<file path="src/rtl/por_rst_seq_if.sv">
// ---------------------------------------------------------------------------
// por_rst_seq_if
//
// Bundles the POR status inputs, the test/debug controls and the staged
// reset outputs of por_rst_seq.  The oscillator clock and the power-up reset
// stay plain ports on the sequencer itself.
//
//   por_unbuf           POR pulse from the POR digital section (osc_ck domain)
//   por_timed_out       POR one-shot finished (osc_ck domain)
//   force_short_oneshot selects the short inter-stage gap (static during test)
//   ext_rstb            asynchronous active-low external reset request
//   rst_stgb[N_STG]     staged active-low domain resets, bit 0 released first
//   seq_done            every stage has been released
//   ext_rst_cnt[4]      saturating count of external-reset aborts (debug)
//
// The master modport is the side that drives the POR status and controls
// (the POR digital section or a testbench); the slave modport is the
// sequencer.
// ---------------------------------------------------------------------------
interface por_rst_seq_if #(
    parameter int N_STG = 4
);
    logic             por_unbuf;
    logic             por_timed_out;
    logic             force_short_oneshot;
    logic             ext_rstb;
    logic [N_STG-1:0] rst_stgb;
    logic             seq_done;
    logic [3:0]       ext_rst_cnt;

    modport master (
        output por_unbuf,
        output por_timed_out,
        output force_short_oneshot,
        output ext_rstb,
        input  rst_stgb,
        input  seq_done,
        input  ext_rst_cnt
    );

    modport slave (
        input  por_unbuf,
        input  por_timed_out,
        input  force_short_oneshot,
        input  ext_rstb,
        output rst_stgb,
        output seq_done,
        output ext_rst_cnt
    );
endinterface

</file>
<file path="src/rtl/por_rst_seq.sv">
// ---------------------------------------------------------------------------
// por_rst_seq
//
// Downstream stage of the power-on-reset digital section.  Once the POR
// one-shot has finished (por_timed_out=1, por_unbuf=0) and no external reset
// is requested, the N_STG active-low domain resets are released one at a
// time, bit 0 first, with gap_lim oscillator cycles between releases.  Any
// loss of that condition drops every stage back into reset in one cycle.
//
// Ports:
//   osc_ck      RC oscillator clock, every flop is rising-edge
//   pwup_filt   filtered power-up reset, asynchronous active-low
//   bus         por_rst_seq_if.slave: POR status, controls, staged resets,
//               seq_done and the external-abort debug counter
//
// Timing: with E the edge that moves HOLD->RELEASE, rst_stgb[k] rises at
// edge E+(k+1)*gap_lim and seq_done rises together with the last stage.
// ---------------------------------------------------------------------------
module por_rst_seq #(
    parameter int N_STG     = 4,
    parameter int GAP_W     = 5,
    parameter int GAP       = 8,
    parameter int GAP_SHORT = 2
) (
    input  logic         osc_ck,
    input  logic         pwup_filt,
    por_rst_seq_if.slave bus
);

    localparam int IDX_W = (N_STG > 1) ? $clog2(N_STG) : 1;
    localparam logic [IDX_W-1:0] LAST_IDX = IDX_W'(N_STG - 1);

    typedef enum logic [1:0] {
        HOLD,
        RELEASE,
        DONE
    } state_t;

    state_t           state_q;
    logic             extS1_q;
    logic             extS2_q;
    logic [GAP_W-1:0] gapCnt_q;
    logic [IDX_W-1:0] idx_q;
    logic [N_STG-1:0] rstStgb_q;
    logic             seqDone_q;
    logic [3:0]       extRstCnt_q;

    logic             goCond;
    logic             abortCond;
    logic [GAP_W-1:0] gapLim;
    logic             gapExpired;
    logic [3:0]       extRstCnt_d;

    // Release/abort qualifiers.  gapLim is re-evaluated every cycle, so a
    // mode change mid-gap takes effect immediately; the >= compare makes a
    // counter that is already past a freshly shortened limit release on the
    // very next edge instead of wrapping around.
    always_comb begin
        goCond      = bus.por_timed_out & ~bus.por_unbuf & extS2_q;
        abortCond   = ~bus.por_timed_out | bus.por_unbuf | ~extS2_q;
        gapLim      = bus.force_short_oneshot ? GAP_W'(GAP_SHORT) : GAP_W'(GAP);
        gapExpired  = (gapCnt_q >= (gapLim - GAP_W'(1)));
        extRstCnt_d = extRstCnt_q;
        if (!extS2_q && (extRstCnt_q != 4'hF)) begin
            extRstCnt_d = extRstCnt_q + 4'd1;
        end
    end

    // Two-flop synchronizer for the asynchronous external reset request.
    // Both flops clear to 0 so that nothing is released until the request
    // has been seen high for two full cycles after power-up.
    always_ff @(posedge osc_ck or negedge pwup_filt) begin
        if (!pwup_filt) begin
            extS1_q <= 1'b0;
            extS2_q <= 1'b0;
        end else begin
            extS1_q <= bus.ext_rstb;
            extS2_q <= extS1_q;
        end
    end

    // Sequencer FSM with registered outputs.  Abort is tested before the gap
    // counter so that a release coinciding with loss of the go condition is
    // suppressed, and every abort clears all stages at once.  Only aborts
    // seen with the synchronized external request low advance the debug
    // counter (extRstCnt_d already folds in that condition and saturation).
    always_ff @(posedge osc_ck or negedge pwup_filt) begin
        if (!pwup_filt) begin
            state_q     <= HOLD;
            gapCnt_q    <= '0;
            idx_q       <= '0;
            rstStgb_q   <= '0;
            seqDone_q   <= 1'b0;
            extRstCnt_q <= 4'd0;
        end else begin
            case (state_q)
                HOLD: begin
                    rstStgb_q <= '0;
                    seqDone_q <= 1'b0;
                    if (goCond) begin
                        state_q  <= RELEASE;
                        gapCnt_q <= '0;
                        idx_q    <= '0;
                    end
                end

                RELEASE: begin
                    if (abortCond) begin
                        state_q     <= HOLD;
                        rstStgb_q   <= '0;
                        seqDone_q   <= 1'b0;
                        gapCnt_q    <= '0;
                        idx_q       <= '0;
                        extRstCnt_q <= extRstCnt_d;
                    end else if (gapExpired) begin
                        rstStgb_q[idx_q] <= 1'b1;
                        gapCnt_q         <= '0;
                        if (idx_q == LAST_IDX) begin
                            state_q   <= DONE;
                            seqDone_q <= 1'b1;
                        end else begin
                            idx_q <= idx_q + IDX_W'(1);
                        end
                    end else begin
                        gapCnt_q <= gapCnt_q + GAP_W'(1);
                    end
                end

                DONE: begin
                    rstStgb_q <= '1;
                    seqDone_q <= 1'b1;
                    if (abortCond) begin
                        state_q     <= HOLD;
                        rstStgb_q   <= '0;
                        seqDone_q   <= 1'b0;
                        gapCnt_q    <= '0;
                        idx_q       <= '0;
                        extRstCnt_q <= extRstCnt_d;
                    end
                end

                default: begin
                    state_q   <= HOLD;
                    rstStgb_q <= '0;
                    seqDone_q <= 1'b0;
                end
            endcase
        end
    end

    assign bus.rst_stgb    = rstStgb_q;
    assign bus.seq_done    = seqDone_q;
    assign bus.ext_rst_cnt = extRstCnt_q;

endmodule

</file>
<file path="src/flat_wrapper.sv">
// flat-port wrapper written by rule: the top's interface ports become plain ports
module por_rst_seq_flat 
#(
    parameter int N_STG     = 4,
    parameter int GAP_W     = 5,
    parameter int GAP       = 8,
    parameter int GAP_SHORT = 2
)
  (osc_ck, pwup_filt, bus_por_unbuf, bus_por_timed_out, bus_force_short_oneshot, bus_ext_rstb, bus_rst_stgb, bus_seq_done, bus_ext_rst_cnt);
  por_rst_seq_if #(.N_STG(N_STG)) bus_i ();
  input  logic osc_ck;
  input  logic pwup_filt;
  input wire logic [$bits(bus_i.por_unbuf)-1:0] bus_por_unbuf;
  input wire logic [$bits(bus_i.por_timed_out)-1:0] bus_por_timed_out;
  input wire logic [$bits(bus_i.force_short_oneshot)-1:0] bus_force_short_oneshot;
  input wire logic [$bits(bus_i.ext_rstb)-1:0] bus_ext_rstb;
  output wire logic [$bits(bus_i.rst_stgb)-1:0] bus_rst_stgb;
  output wire logic [$bits(bus_i.seq_done)-1:0] bus_seq_done;
  output wire logic [$bits(bus_i.ext_rst_cnt)-1:0] bus_ext_rst_cnt;
  assign bus_i.por_unbuf = bus_por_unbuf;
  assign bus_i.por_timed_out = bus_por_timed_out;
  assign bus_i.force_short_oneshot = bus_force_short_oneshot;
  assign bus_i.ext_rstb = bus_ext_rstb;
  assign bus_rst_stgb = bus_i.rst_stgb;
  assign bus_seq_done = bus_i.seq_done;
  assign bus_ext_rst_cnt = bus_i.ext_rst_cnt;
  por_rst_seq #(.N_STG(N_STG), .GAP_W(GAP_W), .GAP(GAP), .GAP_SHORT(GAP_SHORT)) u_core (.osc_ck(osc_ck), .pwup_filt(pwup_filt), .bus(bus_i));
endmodule
</file>
<file path="config.mk">
export PLATFORM = sky130hd
export DESIGN_NAME = por_rst_seq_flat
export DESIGN_NICKNAME = d
export VERILOG_FILES = /design/src/rtl/por_rst_seq_if.sv /design/src/rtl/por_rst_seq.sv /design/src/flat_wrapper.sv
export SDC_FILE = /design/constraint.sdc
export NUM_CORES = 1
export LEC_CHECK = 0
export BUFFER_PORTS_ARGS = -buffer_cell sky130_fd_sc_hd__buf_4
export CORE_AREA = 2 2 48 50
export CTS_BUF_LIST = sky130_fd_sc_hd__clkbuf_16
export CTS_CLUSTER_SIZE = 28
export DETAILED_ROUTE_END_ITERATION = 8
export DIE_AREA = 0 0 50 52
export HOLD_SLACK_MARGIN = 0.06
export PLACE_DENSITY = 0.74
export SYNTH_ARGS = -nofsm -noshare
export SYNTH_HDL_FRONTEND = slang
export SYNTH_SLANG_ARGS = --single-unit
export TNS_END_PERCENT = 30
</file>
<file path="constraint.sdc">
create_clock -name osc_ck -period 2 [get_ports osc_ck]
set_input_delay 0.1 -clock osc_ck [delete_from_list [all_inputs] [get_ports osc_ck]]
set_output_delay 0.1 -clock osc_ck [all_outputs]
set_load 0.01 [all_outputs]
</file>
---- Word-level counts from Yosys, hierarchy flattened ----
Cells that the tools add are included.
storage, ports and cells
  flip-flop bits (word level) ............. 20
  bits of input ports ..................... 6
  output and inout port bits .............. 9
  logic and storage cells ................. 71
cells by class
  $add $sub $neg .......................... 4
  order comparisons ....................... 3
  eq/ne operators ......................... 9
  multiplexer cells ....................... 28
  bitwise operators ....................... 8
  reductions and logical operators ........ 11
operator list
  kind                                                        number
  two-way mux 5 bit                                           4
  two-way mux 2 bit                                           9
  two-way mux 4 bit                                           4
  one-hot mux 5 bit (3 select lines)                          1
  one-hot mux 2 bit (3 select lines)                          2
  one-hot mux 4 bit (2 select lines)                          1
  != test 3 x 1 -> 1 bit, second input constant               2
  AND reduction 3 bit                                         2
  adder 5 x 1 -> 5 bit, second input constant                 1
  greater-or-equal comparator 5 bit                           1
  two-way mux 1 bit                                           5
  AND reduction 5 bit                                         1
  subtractor 5 x 1 -> 5 bit, second input constant            1
  adder 4 x 1 -> 4 bit, second input constant                 1
  == test 2 bit, second input constant                        2
  != test 2 x 1 -> 1 bit, second input constant               2
  != test 4 bit, second input constant                        1
  OR 4 bit                                                    1
  AND reduction 4 bit                                         1
  less-than comparator 2 x 3 -> 1 bit, second input constant  1
  != test 3 x 2 -> 1 bit, second input constant               1
  NOT 1 bit                                                   3
  nonzero test 3 bit                                          1
  adder 2 x 1 -> 2 bit, second input constant                 1
  other kinds (11)                                            14

---- Logic depth before layout (Yosys ltp) ----
Gate-level depths: netlist of run 1.
  depth after elaboration ................. 8
  mapped depth ............................ 8
  depth with buffers taken out ............ 6

---- Worst setup path before layout of run 1 ----
OpenSTA, ideal clock, no wires.
  path kind ............................... register to register
  start point ............................. register u_core.gapCnt_q[1]
  end point ............................... register u_core.state_q[0]
  arrival time ............................ 1657 ps
  path slack .............................. 218 ps
  cell stages (with the launch flop) ...... 6
  buffers on the path ..................... 0
  cell sequence ........................... dfrtp_1 ha_1 a21o_1 a211o_4 o211ai_1 mux2_2
between the ends
  word-level cells in the longest chain between the ends .. 3
RTL lines
  element                            RTL line            RTL
  start, declared                    por_rst_seq.sv:42   logic [GAP_W-1:0] gapCnt_q;
  start signal, assigned             por_rst_seq.sv:125  gapCnt_q <= gapCnt_q + GAP_W'(1);
  greater-or-equal comparator 5 bit  por_rst_seq.sv:62   gapExpired = (gapCnt_q >= (gapLim - GAP_W'(1)));
  != test 3 x 1 -> 1 bit (no line)   --
  AND reduction 4 bit (no line)      --
  end signal, assigned               por_rst_seq.sv:89   state_q <= HOLD;
  end signal, assigned               por_rst_seq.sv:101  state_q <= RELEASE;
  end signal, assigned               por_rst_seq.sv:109  state_q <= HOLD;
  end, declared                      por_rst_seq.sv:39   state_t state_q;
Every way passes these cells.
A chain may end at the register's enable or synchronous reset.

---- Final worst setup path of run 1 ----
  start point ............................. register u_core.gapCnt_q[2]
  end point ............................... register u_core.state_q[0]
The elaborated chain is that of the path after synthesis.

==> results.md, run 1 <==
* Status: complete, no violations
* Vias per cell at 5.54
* Final WS setup at 0.125 ns
* Worst EP required at 2.14 ns
* First-pass GRT wire length at between 3000 and 4000 um
* CTS tree: yes
* Max frequency at 533 MHz
* Crit share post-route at 93.7%
* HP Class: input port to asynchronous set/reset pin
* Initial DRC Count at 8
* Die area at 2600 sq um
* CP Cell Sequence: ha_1 -> or3_4 -> a211o_4 -> o211ai_1 -> mux2_2
* Area of the multi-input gates at 552 sq um
* CTS clk-pin slew, worst paths at 0.06 ns
* Via count at slightly above 800
* Final core occ at 64.0%
* Ports at 15
* Ant. Diodes at 0
* Vias in the first global route at 873
* Die H at 52 um
* Total track usage at 19.3%
* DRC Markers at 0
* Total power at between 1 and 1.5 mW
* FP Rows at 17
* Pwr Density at 1070 nW/um^2
* Pin count of the biggest net entering global routing at 21
* Unique masters post-synth at 31
* Setup bufs post-CTS at 0
* Number of synthesized register bits at 20
* Sequential fraction of the synthesis area at 46.2%
* HPWL after DPL at 1630 um
* CTS root buf: clkbuf_16
* Final #Nets at 138
* Final Critical Period at 1.87 ns
* Initial antenna violation count at 0
* P&R area growth vs syn at 24.4%
* Core Region at 2110 sq um
* Async SR Flop Fraction at 100%
* Register area at 500 sq um
* Clock sink count at 20
* Post-Syn Area at 1080 sq um
* Pleak at ~0.66 nW
* Setup TNS at 0 ns
* RSZ-0062 raised after global routing: no
* Port Buf Inserts at 14
* Synth cell count leaders: dfrtp_1 (20), ha_1 (12), nor2_1 (12)
* Slew @ Worst Pin at 0.353 ns
* Yosys warns at 0
* Syn_area_per_cell at 11.2 sq um
* EDFF count, synth at 0
* Fin Clk Skew at 0.00217 ns
* Synth Instances at 97
* Final Setup Violations at 0
* Prevailing post-synth register cell: dfrtp_1
* Top post-synthesis cells by area: dfrtp_1 (46%), ha_1 (14%), nor2_1 (4.2%), o21a_1 (2.8%), inv_1 (2.4%)
* Area leader, netlist: dfrtp_1
* ANT nets after route at 0
* GR Overflow Total at 0
* Number of H-tree levels at 1
* Gp weighted congestion at 0.815
* Pre-antenna DRT Iters at 4
* Slew margin rel. at between 70% and 80%
* Worst path arrival time at around 2.0 ns
* Peak VDD IR at 719 uV
* CP max FO at 8
* Clk buf depth at 2
* Share of the synthesized area in the top cell type at between 40% and 50%
* Initial Utilization at approximately half
* Slew Viols, Final at 0
* Startpoint Class: flip-flop
* DP Worst Slack at 0.136 ns
* CP max stage cell: dfrtp_1
* Syn_nets at 115
* Max incr delay on CP at 0.43 ns
* CP Capture Type: flip-flop
* Fin. Hold Viols at 0
* Critical setup path kind: flip-flop to flip-flop
* CP delay by family, top: flip-flops
* Buf/Inv on CP at 0
* Dpl cells at 141
* Total routed wirelength at 2120 um
* Worst skew pair latency at 0.25 ns
* Num CTS Buffers at 3
* Final Non-Filler Cells at 147
* Share of cells above drive strength 1 at between 20% and 30%
* Most numerous cell in the Yosys netlist: dfrtp_1
* DR WL/cell at 14.4 um
* Die X at 50 um
* Total of max-cap violations at 0
* Fillers at 170
[worst reg2reg max path, cell delays in order (launching register included)]
cell and delay (ns):
dfrtp_1 0.43, ha_1 0.20, or3_4 0.35, a211o_4 0.31
o211ai_1 0.11, mux2_2 0.35
[registers in the layout (all words and copies together), names as in the netlist]
| signal | cells |
|---|---|
| u_core.bus.rst_stgb | 4 |
| u_core.idx_q | 2 |
| u_core.bus.seq_done | 1 |
| u_core.gapCnt_q | 5 |
| u_core.extS1_q | 1 |
| u_core.state_q | 2 |
| u_core.bus.ext_rst_cnt | 4 |
| u_core.extS2_q | 1 |
[layout make-up]
cell class	instances	share of cell area [%]
inverter	7	1.95
clock inverter	1	0.279
tap	28	2.60
multi-input combinational	68	40.9
clock buffer	3	5.57
timing repair buffer	20	11.5
sequential	20	37.1
[layer usage]
metal,routed length (um),track usage [%]
met1,891,21.4
met2,1130,34.4
met3,51,3.16
met4,49,12.0
met5,0,0
[cell usage in the layout, fill, tap and decap left out, types with 3 or more instances in the layout]
master     netlist  layout
o21ai_0          5       5
inv_1            7       7
nand2_1          3       3
nor2_1          12      12
nand3_1          3       3
o21a_1           4       4
dfrtp_1         20      20
clkbuf_16        0       3
ha_1            12      12
buf_4            1      18
[worst paths after layout]
kind | startpoint | endpoint | slack, ns | cells past startpoint
max | u_core.gapCnt_q[2] | u_core.state_q[0] | 0.13 | 5
min | pwup_filt | u_core.bus.ext_rst_cnt[0] | 0.27 | 2
max reg2reg | u_core.gapCnt_q[2] | u_core.state_q[0] | 0.13 | 5
min reg2reg | u_core.extS1_q | u_core.extS2_q | 0.37 | 0
max in group asynchronous | pwup_filt | u_core.bus.rst_stgb[1] | 1.52 | 2
min in group osc_ck | bus_por_unbuf | u_core.bus.seq_done | 0.31 | 3
[cells by family (layout without fill, tap and decap cells)]
family	count (synthesis)	in the layout	share of synthesized area, %
AND/OR/NAND/NOR	26	26	13.5
multiplexers	2	2	2.08
adder cells (fa/ha/maj)	12	12	13.9
XOR/XNOR	3	3	2.43
AO/OA/AOI/OAI	25	25	18.4
flip-flops	20	20	46.2
buffers and inverters	9	31	3.58
[where the power goes]
part / switching, mW / internal [mW]
registers: 0.0747 / 0.475
logic: 0.234 / 0.244
clock network: 0.146 / 0.266
total: 0.455 / 0.985
[metrics by stage]
stage | instance area (sq um) | hold slack, ns
after floorplan | 1080 | -0.196
after global routing | 1350 | 0.306
after CTS | 1340 | 0.263
after detailed placement | 1240 | -0.00374
after global placement | 1240 | -0.00923
final | 1350 | 0.270
[what timing repair did]
item | CTS | global route
hold endpoints to repair | 21 | 0
hold buffers | 2 | 0
resized for setup | 0 | 1
endpoints found under the setup margin | 0 | 1
No activity file was read; power rests on OpenSTA's default activity.
==> inputs of run 2 (changes only) <==
==> constraint.sdc (replaced) <==
create_clock -name osc_ck -period 1.77 [get_ports osc_ck]
set_input_delay 0.0885 -clock osc_ck [delete_from_list [all_inputs] [get_ports osc_ck]]
set_output_delay 0.0885 -clock osc_ck [all_outputs]
set_load 0.01 [all_outputs]
==> results.md, run 2 (synthesis gave the netlist of run 1 again) <==
* Initial antenna violation count at 0 (unchanged)
* Worst setup path startpoint: u_core.gapCnt_q[2] (unchanged)
* CTS clk-pin slew, worst paths at 0.06 ns (about the same)
* Clock sink count at 20 (unchanged)
* Startpoint Class: flip-flop (unchanged)
* Slew margin rel. at 81.8% (was 76.4%)
* Buf/Inv on CP at 0 (unchanged)
* Num CTS Buffers at 3 (unchanged)
* Total routed wirelength at 2240 um (was 2120 um)
* DR WL/cell at 14.6 um (was 14.4 um)
* CTS root buf: clkbuf_16 (unchanged)
* Die X at 50 um (unchanged)
* Critical setup path kind: flip-flop to flip-flop (unchanged)
* DP Worst Slack at -0.0408 ns (was 0.136 ns)
* Worst path arrival time at 1.89 ns (was 2.01 ns)
* Slew Viols, Final at 0 (unchanged)
* Slew @ Worst Pin at 0.269 ns (was 0.353 ns)
* Commonest non-fill, non-tap cells in the layout: buf_4 (25), dfrtp_1 (19), nor2_1 (12) (was dfrtp_1 (20), buf_4 (18), nor2_1 (12), ha_1 (12), inv_1 (7))
* Crit share post-route at 99.1% (was 93.7%)
* Fin. Hold Viols at 0 (unchanged)
* CP max stage cell: dfrtp_1 (unchanged)
* ANT nets after route at 0 (unchanged)
* Core Region at 2110 sq um (unchanged)
* CTS tree: yes (unchanged)
* Ports at 15 (unchanged)
* FP Rows at 17 (unchanged)
* Initial Utilization at 51.5% (unchanged)
* RSZ-0062 raised after global routing: yes (was no)
* Vias per cell at 5.60 (was 5.54)
* Die H at 52 um (unchanged)
* Final Setup Violations at 0 (unchanged)
* Share of cells above drive strength 1 at 34.1% (was 25.2%)
* Final #Nets at 145 (was 138)
* Max incr delay on CP at 0.38 ns (was 0.43 ns)
* Reg2reg start: u_core.gapCnt_q[2] (unchanged)
* P&R area growth vs syn at 33.5% (was 24.4%)
* Total of max-cap violations at 0 (unchanged)
* HP Class: input port to asynchronous set/reset pin (unchanged)
* Final Critical Period at 1.75 ns (was 1.87 ns)
* Largest register by flop count: u_core.gapCnt_q (unchanged)
* Worst EP required at 1.90 ns (was 2.14 ns)
* Pleak at 0.713 nW (was 0.662 nW)
* Worst skew pair latency at 0.25 ns (about the same)
* Pre-antenna DRT Iters at 4 (unchanged)
* CP max FO at 5 (was 8)
* First-pass GRT wire length at 4000 um (was 3750 um)
* GR Overflow Total at 0 (unchanged)
* Gp weighted congestion at 0.817 (was 0.815)
* Pin count of the biggest net entering global routing at 21 (unchanged)
* Pwr Density at 1270 nW/um^2 (was 1070 nW/um^2)
* Peak VDD IR at 1030 uV (was 719 uV)
* CP delay by family, top: compound AO/OA/AOI/OAI gates (was flip-flops)
* Min Hold Slack at 0.246 ns (was 0.270 ns)
* HPWL after DPL at 1650 um (was 1630 um)
* CP Capture Type: flip-flop (unchanged)
* Total track usage at 20.7% (was 19.3%)
* Largest register FFs at 5 (unchanged)
* Ant. Diodes at 0 (unchanged)
* Port Buf Inserts at 14 (unchanged)
* Max frequency at 570 MHz (was 533 MHz)
* DRC Markers at 0 (unchanged)
* Clk buf depth at 2 (unchanged)
* Final WS setup at 0.0163 ns (was 0.125 ns)
* Commonest non-fill, non-tap cell in the layout: buf_4 (was dfrtp_1)
* Fin Clk Skew at 0.00410 ns (was 0.00217 ns)
* Die area at 2600 sq um (unchanged)
* CP Cell Sequence: ha_2 -> or3_4 -> a211o_4 -> o211ai_1 -> mux2_2 (was ha_1 -> or3_4 -> a211o_4 -> o211ai_1 -> mux2_2)
* Status: complete, no violations (unchanged)
* Vias in the first global route at 883 (was 873)
* Number of H-tree levels at 1 (unchanged)
* Via count at 863 (was 815)
* Initial DRC Count at 7 (was 8)
==> run 2: metrics by stage <==
step	total power, mW	TNS, ns	instances	instance area (sq um)	utilization (%)
6_report	1.84	0	154	1450	68.7
5_1_grt	1.94	-0.134	154	1450	68.7
4_1_cts	1.80	0	153	1410	67.1
3_5_place_dp	1.17	-0.0408	146	1280	60.7
3_3_place_gp	1.15	0	146	1280	60.7
2_1_floorplan	0.953	0	97	1080	-
==> run 2: power by group <==
part / switching (mW) / internal, mW
Sequential: 0.0932 / 0.539
Combinational: 0.276 / 0.314
Clock: 0.165 / 0.448
==> run 2: area by class of cell <==
| type | instances | area (sq um) |
|---|---|---|
| Clock buffer | 3 | 75.1 |
| Clock inverter | 1 | 30.0 |
| Fill cell | 140 | 659 |
| Inverter | 7 | 26.3 |
| Multi-Input combinational cell | 68 | 571 |
| Sequential cell | 20 | 502 |
| Tap cell | 28 | 35.0 |
| Timing Repair Buffer | 27 | 208 |
==> run 2: routing by layer <==
metal,up-vias,global-route usage (%),wire length (um)
met2,24,36.0,1160
met5,-,0,0
met1,428,24.6,935
met4,0,9.26,38
li1,407,-,-
met3,4,4.31,108
==> run 2: path summary, 6_finish.rpt <==
check | slack (ns) | endpoint | depth (start not counted)
worst min-delay path | 0.25 | u_core.bus.ext_rst_cnt[0] | 2
worst max-delay path | 0.02 | u_core.state_q[0] | 5
max in group asynchronous | 1.30 | u_core.state_q[0] | 2
worst min register to register | 0.36 | u_core.extS2_q | 0
min in group osc_ck | 0.26 | u_core.bus.seq_done | 3
worst max register to register | 0.02 | u_core.state_q[0] | 5
==> run 2: worst reg2reg max path, stage by stage (launching register included) <==
cell and delay, ns:
dfrtp_1 0.38, ha_2 0.17, or3_4 0.34, a211o_4 0.29, o211ai_1 0.11, mux2_2 0.35
==> run 2: what timing repair did <==
| item | 4_1_cts | 5_1_grt |
|---|---|---|
| pin swaps | 1 | 0 |
| hold endpoints to repair | 21 | 0 |
| setup endpoints to repair | 2 | 10 |
| resized for setup | 1 | 6 |
| hold buffers | 2 | 0 |
| setup buffers | 1 | 1 |
==> inputs of run 3 (changes only) <==
--- a/config.mk
+++ b/config.mk
@@ -6,11 +6,11 @@
 export NUM_CORES = 1
 export LEC_CHECK = 0
 export BUFFER_PORTS_ARGS = -buffer_cell sky130_fd_sc_hd__buf_4
-export CORE_AREA = 2 2 48 50
+export CORE_AREA = 2 2 55 44
 export CTS_BUF_LIST = sky130_fd_sc_hd__clkbuf_16
 export CTS_CLUSTER_SIZE = 28
 export DETAILED_ROUTE_END_ITERATION = 8
-export DIE_AREA = 0 0 50 52
+export DIE_AREA = 0 0 57 46
 export HOLD_SLACK_MARGIN = 0.06
 export PLACE_DENSITY = 0.74
 export SYNTH_ARGS = -nofsm -noshare
==> results.md, run 3 (synthesis gave the netlist of run 1 again) <==
* Fin. Hold Viols at 0 (unchanged)
* Gp weighted congestion at 0.787 (was 0.817)
* Crit share post-route at 101% (was 99.1%)
* Sw frac at 29.4% (was 29.1%)
* Vias in the first global route at 807 (was 883)
* Final Non-Filler Cells at 150 (was 154)
* CTS root buf: clkbuf_16 (unchanged)
* Ports at 15 (unchanged)
* Final #Nets at 144 (was 145)
* Comb power frac at 32.5% (was 32.1%)
* CP max FO at 6 (was 5)
* Final Critical Period at 1.79 ns (was 1.75 ns)
* Slew @ Worst Pin at 0.299 ns (was 0.269 ns)
* Critical setup path kind: flip-flop to flip-flop (unchanged)
* Final WS setup at -0.0234 ns (was 0.0163 ns)
* Worst skew pair latency at 0.25 ns (about the same)
* HPWL after DPL at 1630 um (was 1650 um)
* Largest register by flop count: u_core.gapCnt_q (unchanged)
* Net switching power at 0.544 mW (was 0.534 mW)
* Pre-antenna DRT Iters at 4 (unchanged)
* Port Buf Inserts at 14 (unchanged)
* GR Overflow Total at 0 (unchanged)
* Worst path arrival time at 1.93 ns (was 1.89 ns)
* Peak VDD IR at 1220 uV (was 1030 uV)
* Clock power share at 33.6% (was 33.4%)
* Vias per cell at 5.69 (was 5.60)
* Total routed wirelength at 2350 um (was 2240 um)
* HP Class: input port to asynchronous set/reset pin (unchanged)
* DR WL/cell at 15.7 um (was 14.6 um)
* Initial antenna violation count at 0 (unchanged)
* P&R area growth vs syn at 33.6% (was 33.5%)
* Number of H-tree levels at 1 (unchanged)
* Pwr Density at 1280 nW/um^2 (was 1270 nW/um^2)
* Core Region at 2140 sq um (was 2110 sq um)
* Slew Viols, Final at 0 (unchanged)
* Commonest non-fill, non-tap cells in the layout: buf_4 (23), dfrtp_1 (19), nor2_1 (12) (was buf_4 (25), dfrtp_1 (19), nor2_1 (12))
* Worst EP required at 1.91 ns (was 1.90 ns)
* CP Capture Type: flip-flop (unchanged)
* Via count at 854 (was 863)
* DP Worst Slack at -0.0275 ns (was -0.0408 ns)
* Initial Utilization at 50.6% (was 51.5%)
* Fin Clk Skew at 0.00254 ns (was 0.00410 ns)
* First-pass GRT wire length at 3800 um (was 4000 um)
* Failing checks: negative setup slack
* Total of max-cap violations at 0 (unchanged)
* Sequential fraction of design power at 33.9% (was 34.5%)
* ANT nets after route at 0 (unchanged)
* Die H at 46 um (was 52 um)
* Share of cells above drive strength 1 at 32.8% (was 34.1%)
* Die area at 2620 sq um (was 2600 sq um)
* Fillers at 154 (was 140)
* Initial DRC Count at 32 (was 7)
* CTS clk-pin slew, worst paths at 0.06 ns (about the same)
* CTS tree: yes (unchanged)
* DRC Markers at 0 (unchanged)
* Num CTS Buffers at 3 (unchanged)
* Total power at 1.85 mW (was 1.84 mW)
* Commonest non-fill, non-tap cell in the layout: buf_4 (unchanged)
* Dpl cells at 143 (was 146)
* Ant. Diodes at 0 (unchanged)
* Final core occ at 67.7% (was 68.7%)
* Status: finished, violations left (was complete, no violations)
* FP Rows at 15 (was 17)
* Pin count of the biggest net entering global routing at 21 (unchanged)
* Die X at 57 um (was 50 um)
* Largest register FFs at 5 (unchanged)
* Total track usage at 20.0% (was 20.7%)
* Max frequency at 558 MHz (was 570 MHz)
* RSZ-0062 raised after global routing: yes (unchanged)
* Slew margin rel. at 80.0% (was 81.8%)
* Startpoint Class: flip-flop (unchanged)
* Pleak at 0.712 nW (was 0.713 nW)
* Clock sink count at 20 (unchanged)
* Final Setup Violations at 1 (was 0)
* Clk buf depth at 2 (unchanged)
* Int Pwr at 1.31 mW (was 1.30 mW)
run 3: power by group through the flow:
stage | registers [mW] | logic [mW] | clock network (mW)
finish | 0.626 | 0.601 | 0.622
global route | 0.639 | 0.661 | 0.652
CTS | 0.618 | 0.576 | 0.636
detailed placement | 0.624 | 0.543 | 0
global placement | 0.620 | 0.529 | 0
floorplan | 0.636 | 0.317 | 0
run 3: worst paths after layout:
kind / slack, ns / to / depth (start not counted) / startpoint
worst max-delay path: -0.02 / u_core.state_q[0] / 5 / u_core.gapCnt_q[1]
worst min-delay path: 0.25 / u_core.gapCnt_q[1] / 2 / pwup_filt
worst max register to register: -0.02 / u_core.state_q[0] / 5 / u_core.gapCnt_q[1]
worst min register to register: 0.35 / u_core.extS2_q / 0 / u_core.extS1_q
max in group asynchronous: 1.30 / u_core.state_q[0] / 2 / pwup_filt
min in group osc_ck: 0.29 / u_core.bus.seq_done / 3 / bus_por_unbuf
run 3: cell type report:
| class | count | area [sq um] | share of cell area, % |
|---|---|---|---|
| clock inverter | 1 | 30.0 | 2.07 |
| tap | 25 | 31.3 | 2.16 |
| timing repair buffer | 26 | 204 | 14.1 |
| inverter | 7 | 26.3 | 1.82 |
| multi-input combinational | 68 | 579 | 40.0 |
| clock buffer | 3 | 75.1 | 5.19 |
| sequential | 20 | 502 | 34.7 |
run 3: timing repair:
item | 4_1_cts | 5_1_grt
setup buffers | 1 | 0
pin swaps | 1 | 2
setup endpoints to repair | 5 | 13
hold buffers | 2 | 0
endpoints found under the hold margin | 21 | 0
gates resized for setup | 4 | 5
run 3: metrics by stage:
step	area, sq um	TNS (ns)	hold WS, ns
2_1_floorplan	1080	0	-0.207
3_3_place_gp	1270	0	-0.0200
3_5_place_dp	1270	-0.0275	-0.0164
4_1_cts	1430	-0.0174	0.255
5_1_grt	1450	-0.114	0.272
6_report	1450	-0.0234	0.245
run 3: critical path, stage by stage, from the launching register on:
cell	delay [ns]
dfrtp_1	0.38
ha_1	0.28
a21o_1	0.19
a211o_4	0.36
o211ai_1	0.12
mux2_2	0.35
run 3: per-layer routing:
layer	GRT usage [%]	wire length (um)	up-vias
li1	-	-	410
met1	26.5	1040	416
met2	31.7	1140	22
met3	5.11	104	6
met4	8.37	64	0
met5	0	0	-
